### config.mk
export PLATFORM = sky130hd
export DESIGN_NAME = exu_muldiv
export DESIGN_NICKNAME = d
export VERILOG_FILES = /design/src/rtl/exu_muldiv.sv
export SDC_FILE = /design/constraint.sdc
export NUM_CORES = 1
export LEC_CHECK = 0
export ABC_AREA = 1
export CORE_MARGIN = 8
export CORE_UTILIZATION = 37
export CTS_BUF_LIST = sky130_fd_sc_hd__clkbuf_8
export DETAILED_ROUTE_END_ITERATION = 10
export PLACE_DENSITY_LB_ADDON = 0.3
export SLEW_MARGIN = 5
export SYNTH_ARGS = -nofsm -noshare
export SYNTH_HDL_FRONTEND = slang
export SYNTH_SLANG_ARGS = --single-unit
### constraint.sdc
create_clock -name clk -period 13.25 [get_ports clk]
set_clock_uncertainty 0.15 [all_clocks]
set_input_delay 3.3125 -clock clk [delete_from_list [all_inputs] [get_ports clk]]
set_output_delay 3.3125 -clock clk [all_outputs]
set_load 0.005 [all_outputs]
### src/rtl/exu_muldiv.sv
// exu_muldiv: 32-bit iterative multiply/divide execution unit.
// Shift-add multiply and restoring divide, one bit per CALC cycle, then a sign
// fix-up cycle. The result is held in DONE until writeback accepts it.
// Divide-by-zero and signed overflow skip the iteration and finish at once.
module exu_muldiv (
   input  logic        clk,
   input  logic        rst,
   input  logic        req_muldiv_i,
   input  logic [31:0] muldiv_op1_i,
   input  logic [31:0] muldiv_op2_i,
   input  logic        muldiv_op_mul_i,
   input  logic        muldiv_op_mulh_i,
   input  logic        muldiv_op_mulhsu_i,
   input  logic        muldiv_op_mulhu_i,
   input  logic        muldiv_op_div_i,
   input  logic        muldiv_op_divu_i,
   input  logic        muldiv_op_rem_i,
   input  logic        muldiv_op_remu_i,
   input  logic [4:0]  rd_addr_i,
   input  logic        flush_i,
   output logic        ready_o,
   output logic        busy_o,
   output logic        wb_valid_o,
   input  logic        wb_ready_i,
   output logic [31:0] wb_data_o,
   output logic [4:0]  wb_rd_addr_o
);

   typedef enum logic [1:0] {IDLE, CALC, FIX, DONE} state_e;
   typedef enum logic [2:0] {
      OP_MUL, OP_MULH, OP_MULHSU, OP_MULHU,
      OP_DIV, OP_DIVU, OP_REM, OP_REMU
   } op_e;

   // Control and datapath registers
   state_e      state_q;
   op_e         op_q;
   logic [4:0]  cnt_q;
   logic        neg_q;
   logic [31:0] a_q;       // multiplicand or divisor magnitude
   logic [63:0] acc_q;     // {product hi, multiplier/product lo} or {remainder, dividend/quotient}
   logic [4:0]  rd_q;
   logic        wb_valid_q;
   logic [31:0] wb_data_q;
   logic [4:0]  wb_rd_q;

   // Request decode signals
   logic [7:0]  ops;
   logic        ops_onehot;
   op_e         op_sel;
   logic        op1_signed;
   logic        op2_signed;
   logic        s1;
   logic        s2;
   logic [31:0] mag1;
   logic [31:0] mag2;
   logic        neg_sel;
   logic        is_div_sel;
   logic        div_zero;
   logic        div_ovf;
   logic [31:0] special_res;
   logic        accept;

   // Iteration and fix-up signals
   logic        is_mul_q;
   logic [32:0] mul_sum;
   logic [63:0] mul_next;
   logic [32:0] div_shift;
   logic        div_ge;
   logic [31:0] div_diff;
   logic [63:0] div_next;
   logic [63:0] acc_d;
   logic [63:0] prod;
   logic [31:0] quo;
   logic [31:0] rem;
   logic [31:0] fix_res;

   // Decode the incoming request: op, operand magnitudes, result sign, shortcuts
   always_comb begin
      ops = {muldiv_op_remu_i, muldiv_op_rem_i, muldiv_op_divu_i, muldiv_op_div_i,
             muldiv_op_mulhu_i, muldiv_op_mulhsu_i, muldiv_op_mulh_i, muldiv_op_mul_i};
      ops_onehot = (ops != 8'd0) && ((ops & (ops - 8'd1)) == 8'd0);
      op_sel = OP_MUL;
      for (int unsigned i = 0; i < 8; i++) begin
         if (ops[i]) op_sel = op_e'(3'(i));
      end
      op1_signed = op_sel inside {OP_MUL, OP_MULH, OP_MULHSU, OP_DIV, OP_REM};
      op2_signed = op_sel inside {OP_MUL, OP_MULH, OP_DIV, OP_REM};
      s1 = op1_signed & muldiv_op1_i[31];
      s2 = op2_signed & muldiv_op2_i[31];
      mag1 = s1 ? (32'd0 - muldiv_op1_i) : muldiv_op1_i;
      mag2 = s2 ? (32'd0 - muldiv_op2_i) : muldiv_op2_i;
      // Remainder follows the dividend sign; everything else is the sign product
      neg_sel = (op_sel == OP_REM) ? s1 : (s1 ^ s2);
      is_div_sel = op_sel inside {OP_DIV, OP_DIVU, OP_REM, OP_REMU};
      div_zero = is_div_sel && (muldiv_op2_i == 32'd0);
      div_ovf = (op_sel inside {OP_DIV, OP_REM}) &&
                (muldiv_op1_i == 32'h8000_0000) && (muldiv_op2_i == 32'hFFFF_FFFF);
      special_res = '0;
      if (div_zero) begin
         special_res = (op_sel inside {OP_DIV, OP_DIVU}) ? '1 : muldiv_op1_i;
      end else if (div_ovf) begin
         special_res = (op_sel == OP_DIV) ? 32'h8000_0000 : 32'd0;
      end
      accept = (state_q == IDLE) && req_muldiv_i && ops_onehot && !flush_i;
   end

   // One multiply or divide step, plus the signed result formed in FIX
   always_comb begin
      is_mul_q = op_q inside {OP_MUL, OP_MULH, OP_MULHSU, OP_MULHU};
      mul_sum = {1'b0, acc_q[63:32]} + (acc_q[0] ? {1'b0, a_q} : 33'd0);
      mul_next = {mul_sum, acc_q[31:1]};
      div_shift = {acc_q[63:32], acc_q[31]};
      div_ge = div_shift >= {1'b0, a_q};
      // When div_ge holds the true difference is below the divisor, so 32 bits suffice
      div_diff = div_shift[31:0] - a_q;
      div_next = div_ge ? {div_diff, acc_q[30:0], 1'b1}
                        : {div_shift[31:0], acc_q[30:0], 1'b0};
      acc_d = is_mul_q ? mul_next : div_next;
      prod = neg_q ? (64'd0 - acc_q) : acc_q;
      quo = neg_q ? (32'd0 - acc_q[31:0]) : acc_q[31:0];
      rem = neg_q ? (32'd0 - acc_q[63:32]) : acc_q[63:32];
      case (op_q)
         OP_MUL:                       fix_res = prod[31:0];
         OP_MULH, OP_MULHSU, OP_MULHU: fix_res = prod[63:32];
         OP_DIV, OP_DIVU:              fix_res = quo;
         default:                      fix_res = rem;
      endcase
   end

   // Main FSM: accept, iterate, fix up sign, hold result until writeback handshake
   always_ff @(posedge clk or posedge rst) begin
      if (rst) begin
         state_q    <= IDLE;
         op_q       <= OP_MUL;
         cnt_q      <= '0;
         neg_q      <= 1'b0;
         a_q        <= '0;
         acc_q      <= '0;
         rd_q       <= '0;
         wb_valid_q <= 1'b0;
         wb_data_q  <= '0;
         wb_rd_q    <= '0;
      end else if (flush_i) begin
         state_q    <= IDLE;
         cnt_q      <= '0;
         wb_valid_q <= 1'b0;
         wb_data_q  <= '0;
         wb_rd_q    <= '0;
      end else begin
         case (state_q)
            IDLE: begin
               if (accept) begin
                  op_q  <= op_sel;
                  neg_q <= neg_sel;
                  rd_q  <= rd_addr_i;
                  cnt_q <= '0;
                  if (div_zero || div_ovf) begin
                     wb_valid_q <= 1'b1;
                     wb_data_q  <= special_res;
                     wb_rd_q    <= rd_addr_i;
                     state_q    <= DONE;
                  end else begin
                     a_q     <= is_div_sel ? mag2 : mag1;
                     acc_q   <= is_div_sel ? {32'd0, mag1} : {32'd0, mag2};
                     state_q <= CALC;
                  end
               end
            end
            CALC: begin
               acc_q <= acc_d;
               cnt_q <= cnt_q + 5'd1;
               if (cnt_q == 5'd31) state_q <= FIX;
            end
            FIX: begin
               wb_valid_q <= 1'b1;
               wb_data_q  <= fix_res;
               wb_rd_q    <= rd_q;
               state_q    <= DONE;
            end
            DONE: begin
               if (wb_ready_i) begin
                  wb_valid_q <= 1'b0;
                  wb_data_q  <= '0;
                  wb_rd_q    <= '0;
                  state_q    <= IDLE;
               end
            end
            default: state_q <= IDLE;
         endcase
      end
   end

   assign ready_o      = (state_q == IDLE);
   assign busy_o       = (state_q != IDLE);
   assign wb_valid_o   = wb_valid_q;
   assign wb_data_o    = wb_data_q;
   assign wb_rd_addr_o = wb_rd_q;

endmodule

==> flow_metrics.tcl, run 1 <==
set metrics [dict create \
    async_flop_share_pct 100.0 \
    design.final.nets 3812 \
    tritoncts "done" \
    syn-mean-instance-area_um2 5.417 \
    dp.cells 4322 \
    setup_repair_after_global_routing_missed_its_margin "false" \
    pin_count_of_the_biggest_net_entering_global_routing 105 \
    cts_repair_resize_count 0 \
    synth-main-ff-cell "dfrtp_1" \
    synth.top_cells.by_area "nand2_1, dfrtp_1, nand3_1, inv_1, nor2_1" \
    gp_congestion 1.061 \
    global_route.overflow_total 0 \
    cellLeakagePower_nw 11.39 \
    finalHoldViolCount 0 \
    max_clock_freq_ghz 0.1552 \
    cap_viol_max_count 0 \
    buffer_ports.inserted 121 \
    min_delay_worst_endpoint "wb_data_o[15]$_DFFE_PP0P_" \
    clk-insertion-delay-late_ps 520 \
    vias 24260 \
    critical_path_class "in -> reg" \
    timing.critical_path.mode_cell "o21ai_1" \
    clockBufferDepth 2 \
    synth_cell_type_count 44 \
    critical_path_max_stage_delay_ps 790 \
    finalMaxSlewViolations 0 \
    floorplan.core_area_um2 52450 \
    count_of_flip_flops_with_a_built_in_enable_after_synthesis 0 \
    total_standard_cell_area_after_synthesis_um2 19550 \
    crit-reg2reg-launch "acc_q[44]$_DFFE_PP0P_" \
    grt_first_pass_wirelength_um 139500 \
    dieArea_um2 60440 \
    ys_seq_elements 150 \
    crit_required_ps 13540 \
    worst_setup_path_end_kind "flop" \
    timing.max_slew.rel_slack_pct 23.14 \
    drcViolationCount 0 \
    power.total_mw 3.926 \
    dp_hpwl_um 75770 \
    drt_first_iter_violations 3131 \
    power.density_nw_per_um2 181.3 \
    gate_count_of_the_mapped_netlist 3608 \
    outcome "finished clean" \
    max_slew.worst_pin.slew_ps 1153 \
    worstRegToRegCells 14 \
    synth-seq-area-share_pct 19.20 \
    grt_pass1_vias 22120 \
    setup-violations-final 0 \
    hold_path.class "reg -> reg" \
    htree_num_levels 4 \
    finalSetupTns_ps 0 \
    post_cts_hold_buffer_count 0 \
    ir_worst_vdd_mv 0.1130 \
    ant_nets 0 \
    tritoncts.num_buffers 17 \
    worstPathBufferInverterCount 3 \
    antenna_found_initial 4 \
    worstPathMaxFanout 89 \
    final_cells 4357 \
    drive_above_1_share_pct 2.728 \
    area_growth_syn_to_layout_pct 10.78 \
    synth_top_cell_by_area "nand2_1" \
    cts.clk_slew.worst_paths_ps 90 \
    hold_path_startpoint "wb_data_o[15]$_DFFE_PP0P_" \
    worst_path_max_delay_cell "nand3_4" \
    firstDrtPassIters 8 \
    worstHoldPathCells 2 \
    wl_um 94190 \
    post_cts.repair.setup_buffers 0 \
    chip_width_um 245.8 \
    layout_worst_path_cycle_share_pct 48.62 \
    clkSinkCount 150 \
    setup.reg_to_reg.worst_slack_ps 9200 \
    vias_per_cell 5.569 \
    setup.worst_path.start_class "primary input" \
    yosysWarningCount 0 \
    most_common_cell_after_layout_fill_and_taps_aside "nand2_1" \
    synth.top_cell.area_share_pct 25.33 \
    wl_per_cell_um 21.62 \
    worstReg2RegEnd "acc_q[58]$_DFFE_PP0P_" \
    final_cell_mix "nand2_1, inv_1, nand3_1" \
    worstPathArrival_ps 6730 \
    num_io_pins 122 \
    fp.dieH_um 245.8 \
    layout_min_cycle_time_ps 6442 \
    global_route.usage.total_pct 30.33 \
    floorplan.rows 84 \
    cts-root-buf "clkbuf_8" \
    critical_path.cell_chain "clkdlybuf4s50_1, nor2_4, nand2_4, inv_2, o21ai_1, nand3_2, nand2_2, nand3_4, inv_1, nand2_1, o21ai_1" \
    initial_utilization_pct 37.27 \
    net_count_after_synthesis 3767 \
    cpLargestDelayFamily "simple AND/OR/NAND/NOR gates" \
]
layout make-up:
cell class	instances	area, um^2
Sequential cell	150	3756
Tap cell	688	860.8
Clock buffer	18	247.7
Timing Repair Buffer	137	1331
Multi-Input combinational cell	2881	13520
Antenna cell	3	7.507
Inverter	466	1754
Fill cell	5955	30790
Clock inverter	14	173.9
how the worst max path moves through the flow:
stage	from	endpoint	slack (ps)	cells past startpoint
6_report	muldiv_op_div_i	acc_q[1]$_DFFE_PP0P_	6810	11
5_1_grt	muldiv_op_divu_i	acc_q[1]$_DFFE_PP0P_	6460	11
4_1_cts	muldiv_op_div_i	acc_q[1]$_DFFE_PP0P_	6900	11
3_5_place_dp	muldiv_op_div_i	acc_q[1]$_DFFE_PP0P_	6370	11
3_3_place_gp	muldiv_op_divu_i	wb_data_o[10]$_DFFE_PP0P_	6420	11
2_1_floorplan	rst	a_q[0]$_DFFE_PP0P_	5750	1
registers in the layout, summed over array words and instances (netlist names):
| signal | count |
|---|---|
| a_q | 32 |
| acc_q | 64 |
| cnt_q | 5 |
| neg_q | 1 |
| op_q | 3 |
| rd_q | 5 |
| state_q | 2 |
| wb_data_o | 32 |
| wb_rd_addr_o | 5 |
| wb_valid_o | 1 |
kinds of logic (layout without fill, tap and decap cells):
kind of cell	after synthesis	count (layout)	share of synthesized area, %
flip-flops	150	150	19.20
AO/OA/AOI/OAI	429	429	11.91
adder cells (fa/ha/maj)	77	77	5.006
XOR/XNOR	71	71	3.181
AND/OR/NAND/NOR	2304	2304	49.05
other	0	3	0
buffers and inverters	577	635	11.65
through the flow:
step | utilization, % | worst slack [ps] | hold WS [ps] | instance area (um^2)
after floorplan | - | 5751 | 299.2 | 19550
after global placement | 40.47 | 6420 | 313.7 | 21220
after detailed placement | 40.47 | 6368 | 314.4 | 21220
after CTS | 41.27 | 6902 | 336.8 | 21650
after global routing | 41.28 | 6458 | 358.9 | 21650
final | 41.29 | 6808 | 336.8 | 21650
tightest hold or removal path: stages (launching register included):
cell,delay (ps)
dfrtp_1,350
nand2_1,50
nand2_1,60
Yosys cell counts, types with 15 or more instances:
library cell / n
a21boi_1: 25
a21oi_1: 140
buf_2: 23
clkbuf_1: 58
dfrtp_1: 150
ha_1: 75
inv_1: 456
nand2_1: 1319
nand3_1: 433
nand3b_1: 15
nand4_1: 53
nor2_1: 406
nor3_1: 31
o211ai_1: 18
o21ai_0: 197
o21ai_1: 18
xor2_1: 57
routing by layer:
metal	part of all wire, %	vias up	track usage, %
met5	0	-	0
met4	6.6	0	17.23
li1	-	11570	-
met3	11	267	5.886
met2	42	1386	44.80
met1	41	11050	40.87
report_power, final:
group	total (mW)	switching [mW]	leakage (nW)	internal [mW]
clock network	0.401	0.208	0.214	0.193
logic	2.69	1.90	9.35	0.788
registers	0.840	0.265	1.83	0.575
(Power assumes the default switching activity.)
==> inputs of run 2 (changes only) <==
==> constraint.sdc (replaced) <==
create_clock -name clk -period 6.3 [get_ports clk]
set_clock_uncertainty 0.15 [all_clocks]
set_input_delay 1.575 -clock clk [delete_from_list [all_inputs] [get_ports clk]]
set_output_delay 1.575 -clock clk [all_outputs]
set_load 0.005 [all_outputs]
==> run 2 against run 1 <==
  * Critical path depth rose by 5
  * Setup slack got worse by 5000 ps
  * Largest power group unchanged
  * Clock-buffer cell count did not move
  * Largest cell class unchanged
  * Highest routed layer is now met5
==> flow_metrics.tcl, run 2 (same netlist as run 1, synthesis figures left out) <==
set metrics [dict create \
    antenna_found_initial 3 \
    worstPathArrival_ps 4740 \
    largest_register_ff_count 64 \
    vias 24390 \
    drt_first_iter_violations 3648 \
    layout_min_cycle_time_ps 4447 \
    hold_path.class "reg -> reg" \
    global_route.overflow_total 0 \
    clockBufferDepth 2 \
    cap_viol_max_count 0 \
    buffer_ports.inserted 121 \
    largest_register "acc_q" \
    cellLeakagePower_nw 11.40 \
    drcViolationCount 0 \
    vias_per_cell 5.593 \
    dieArea_um2 60440 \
    most_common_cell_after_layout_fill_and_taps_aside "nand2_1" \
    combinational_share_of_power_pct 68.4 \
    design.final.nets 3818 \
    p_clk_share_pct 9.9 \
    critical_path_class "in -> reg" \
    grt_pass1_vias 21790 \
    clkSinkCount 150 \
    setup.worst_path.start_class "primary input" \
    final_cell_mix "nand2_1, inv_1, nand3_1" \
    fp.dieH_um 245.8 \
    pwr-share-seq_pct 21.7 \
    drive_above_1_share_pct 2.887 \
    post_cts.repair.setup_buffers 0 \
    timing.max_slew.rel_slack_pct 24.71 \
    max_clock_freq_ghz 0.2249 \
    pin_count_of_the_biggest_net_entering_global_routing 99 \
    intPower_mw 3.245 \
    ir_worst_vdd_mv 0.2416 \
    area_growth_syn_to_layout_pct 10.94 \
    worst_setup_path_end_kind "flop" \
    chip_width_um 245.8 \
    dp_hpwl_um 75430 \
    clk-insertion-delay-late_ps 520 \
    wl_per_cell_um 21.44 \
    wl_met3_um 10100 \
    tritoncts.num_buffers 17 \
    initial_utilization_pct 37.27 \
    switching_share_pct 60.58 \
    cts-root-buf "clkbuf_8" \
    ant_nets 0 \
    dp.cells 4328 \
    cts_repair_resize_count 0 \
    power.net_switching_mw 4.987 \
    layout_worst_path_cycle_share_pct 70.58 \
    cts.clk_slew.worst_paths_ps 100 \
    htree_num_levels 4 \
    met2_wirelength_um 38790 \
    m1WireLength_um 38850 \
    setup_repair_after_global_routing_missed_its_margin "false" \
    tritoncts "done" \
    setup-violations-final 0 \
    gp_congestion 1.107 \
    floorplan.rows 84 \
    firstDrtPassIters 6 \
    global_route.usage.total_pct 29.83 \
    outcome "finished clean" \
    max_slew.worst_pin.slew_ps 1129 \
    post_cts_hold_buffer_count 0 \
    final_cells 4361 \
    finalSetupTns_ps 0 \
    maxUsedRoutingLayer "met5" \
    layout.filler_cells 5858 \
    crit_required_ps 6590 \
    num_io_pins 122 \
    power.density_nw_per_um2 379.6 \
    finalHoldViolCount 0 \
    floorplan.core_area_um2 52450 \
    wl_um 93490 \
    worstPathMaxFanout 71 \
    finalMaxSlewViolations 0 \
    grt_first_pass_wirelength_um 137000 \
]
-- run 2: changes by cell type in the layout (fill, tap and decap cells not counted) --
cell | before | now
bufinv_16 | 3 | 2
clkinv_2 | 3 | 0
clkinvlp_4 | 1 | 4
diode_2 | 3 | 1
buf_4 | 16 | 22
inv_8 | 0 | 2
clkinv_4 | 3 | 2
-- run 2: final timing paths --
path / from / endpoint / slack (ps) / cells after the start
setup / recovery: muldiv_op1_i[0] / acc_q[53]$_DFFE_PP0P_ / 1850 / 16
hold reg to reg: wb_data_o[11]$_DFFE_PP0P_ / wb_data_o[11]$_DFFE_PP0P_ / 330 / 2
max in group asynchronous: rst / rd_q[1]$_DFFE_PP0P_ / 3470 / 3
setup reg to reg: acc_q[52]$_DFFE_PP0P_ / acc_q[58]$_DFFE_PP0P_ / 2140 / 15
hold / removal: wb_data_o[11]$_DFFE_PP0P_ / wb_data_o[11]$_DFFE_PP0P_ / 330 / 2
min in group asynchronous: rst / acc_q[62]$_DFFE_PP0P_ / 1420 / 2
-- run 2: final cells by class --
type	instances	area, um^2	area share [%]
well taps	688	860.8	3.970
inverters	466	1754	8.090
repair buffers	143	1376	6.347
clock buffers	18	247.7	1.142
flip-flops and latches	150	3756	17.32
clock inverters	14	165.2	0.7616
diodes	1	2.502	0.01154
multi-input cells	2881	13520	62.36
-- run 2: per-layer routing --
metal,vias to the layer above,track usage (%)
li1,11600,-
met1,11000,40.54
met2,1525,43.91
met3,267,6.038
met4,2,15.98
met5,-,0
-- run 2: worst max-delay path: stages --
cell and delay (ps):
clkdlybuf4s50_1 470, inv_1 130, ha_1 250, inv_1 70
nor2_2 110, nand2_1 120, nor2_2 240, nand2_1 120
nor2_1 110, nand4_1 180, nand2_1 160, nand2_2 90
nand3_4 520, buf_4 380, nand2_1 70, o21ai_0 100
-- run 2: power groups by stage --
| stage | Combinational [mW] | Clock (mW) | Sequential [mW] |
|---|---|---|---|
| 2_1_floorplan | 3.70 | 0 | 1.45 |
| 3_3_place_gp | 5.40 | 0 | 1.76 |
| 3_5_place_dp | 5.39 | 0 | 1.76 |
| 4_1_cts | 5.41 | 0.816 | 1.74 |
| 5_1_grt | 6.13 | 0.855 | 1.78 |
| 6_report | 5.63 | 0.816 | 1.79 |
-- run 2: per-stage QoR --
stage	hold WS, ps	total power, mW	utilization (%)	setup WS [ps]	instance area [um^2]
2_1_floorplan	299.2	5.156	-	538.6	19550
3_3_place_gp	315.1	7.154	40.55	1465	21270
3_5_place_dp	317.8	7.144	40.55	1396	21270
4_1_cts	337.8	7.968	41.34	1939	21680
5_1_grt	355.4	8.768	41.35	1633	21680
6_report	331.3	8.232	41.35	1853	21680
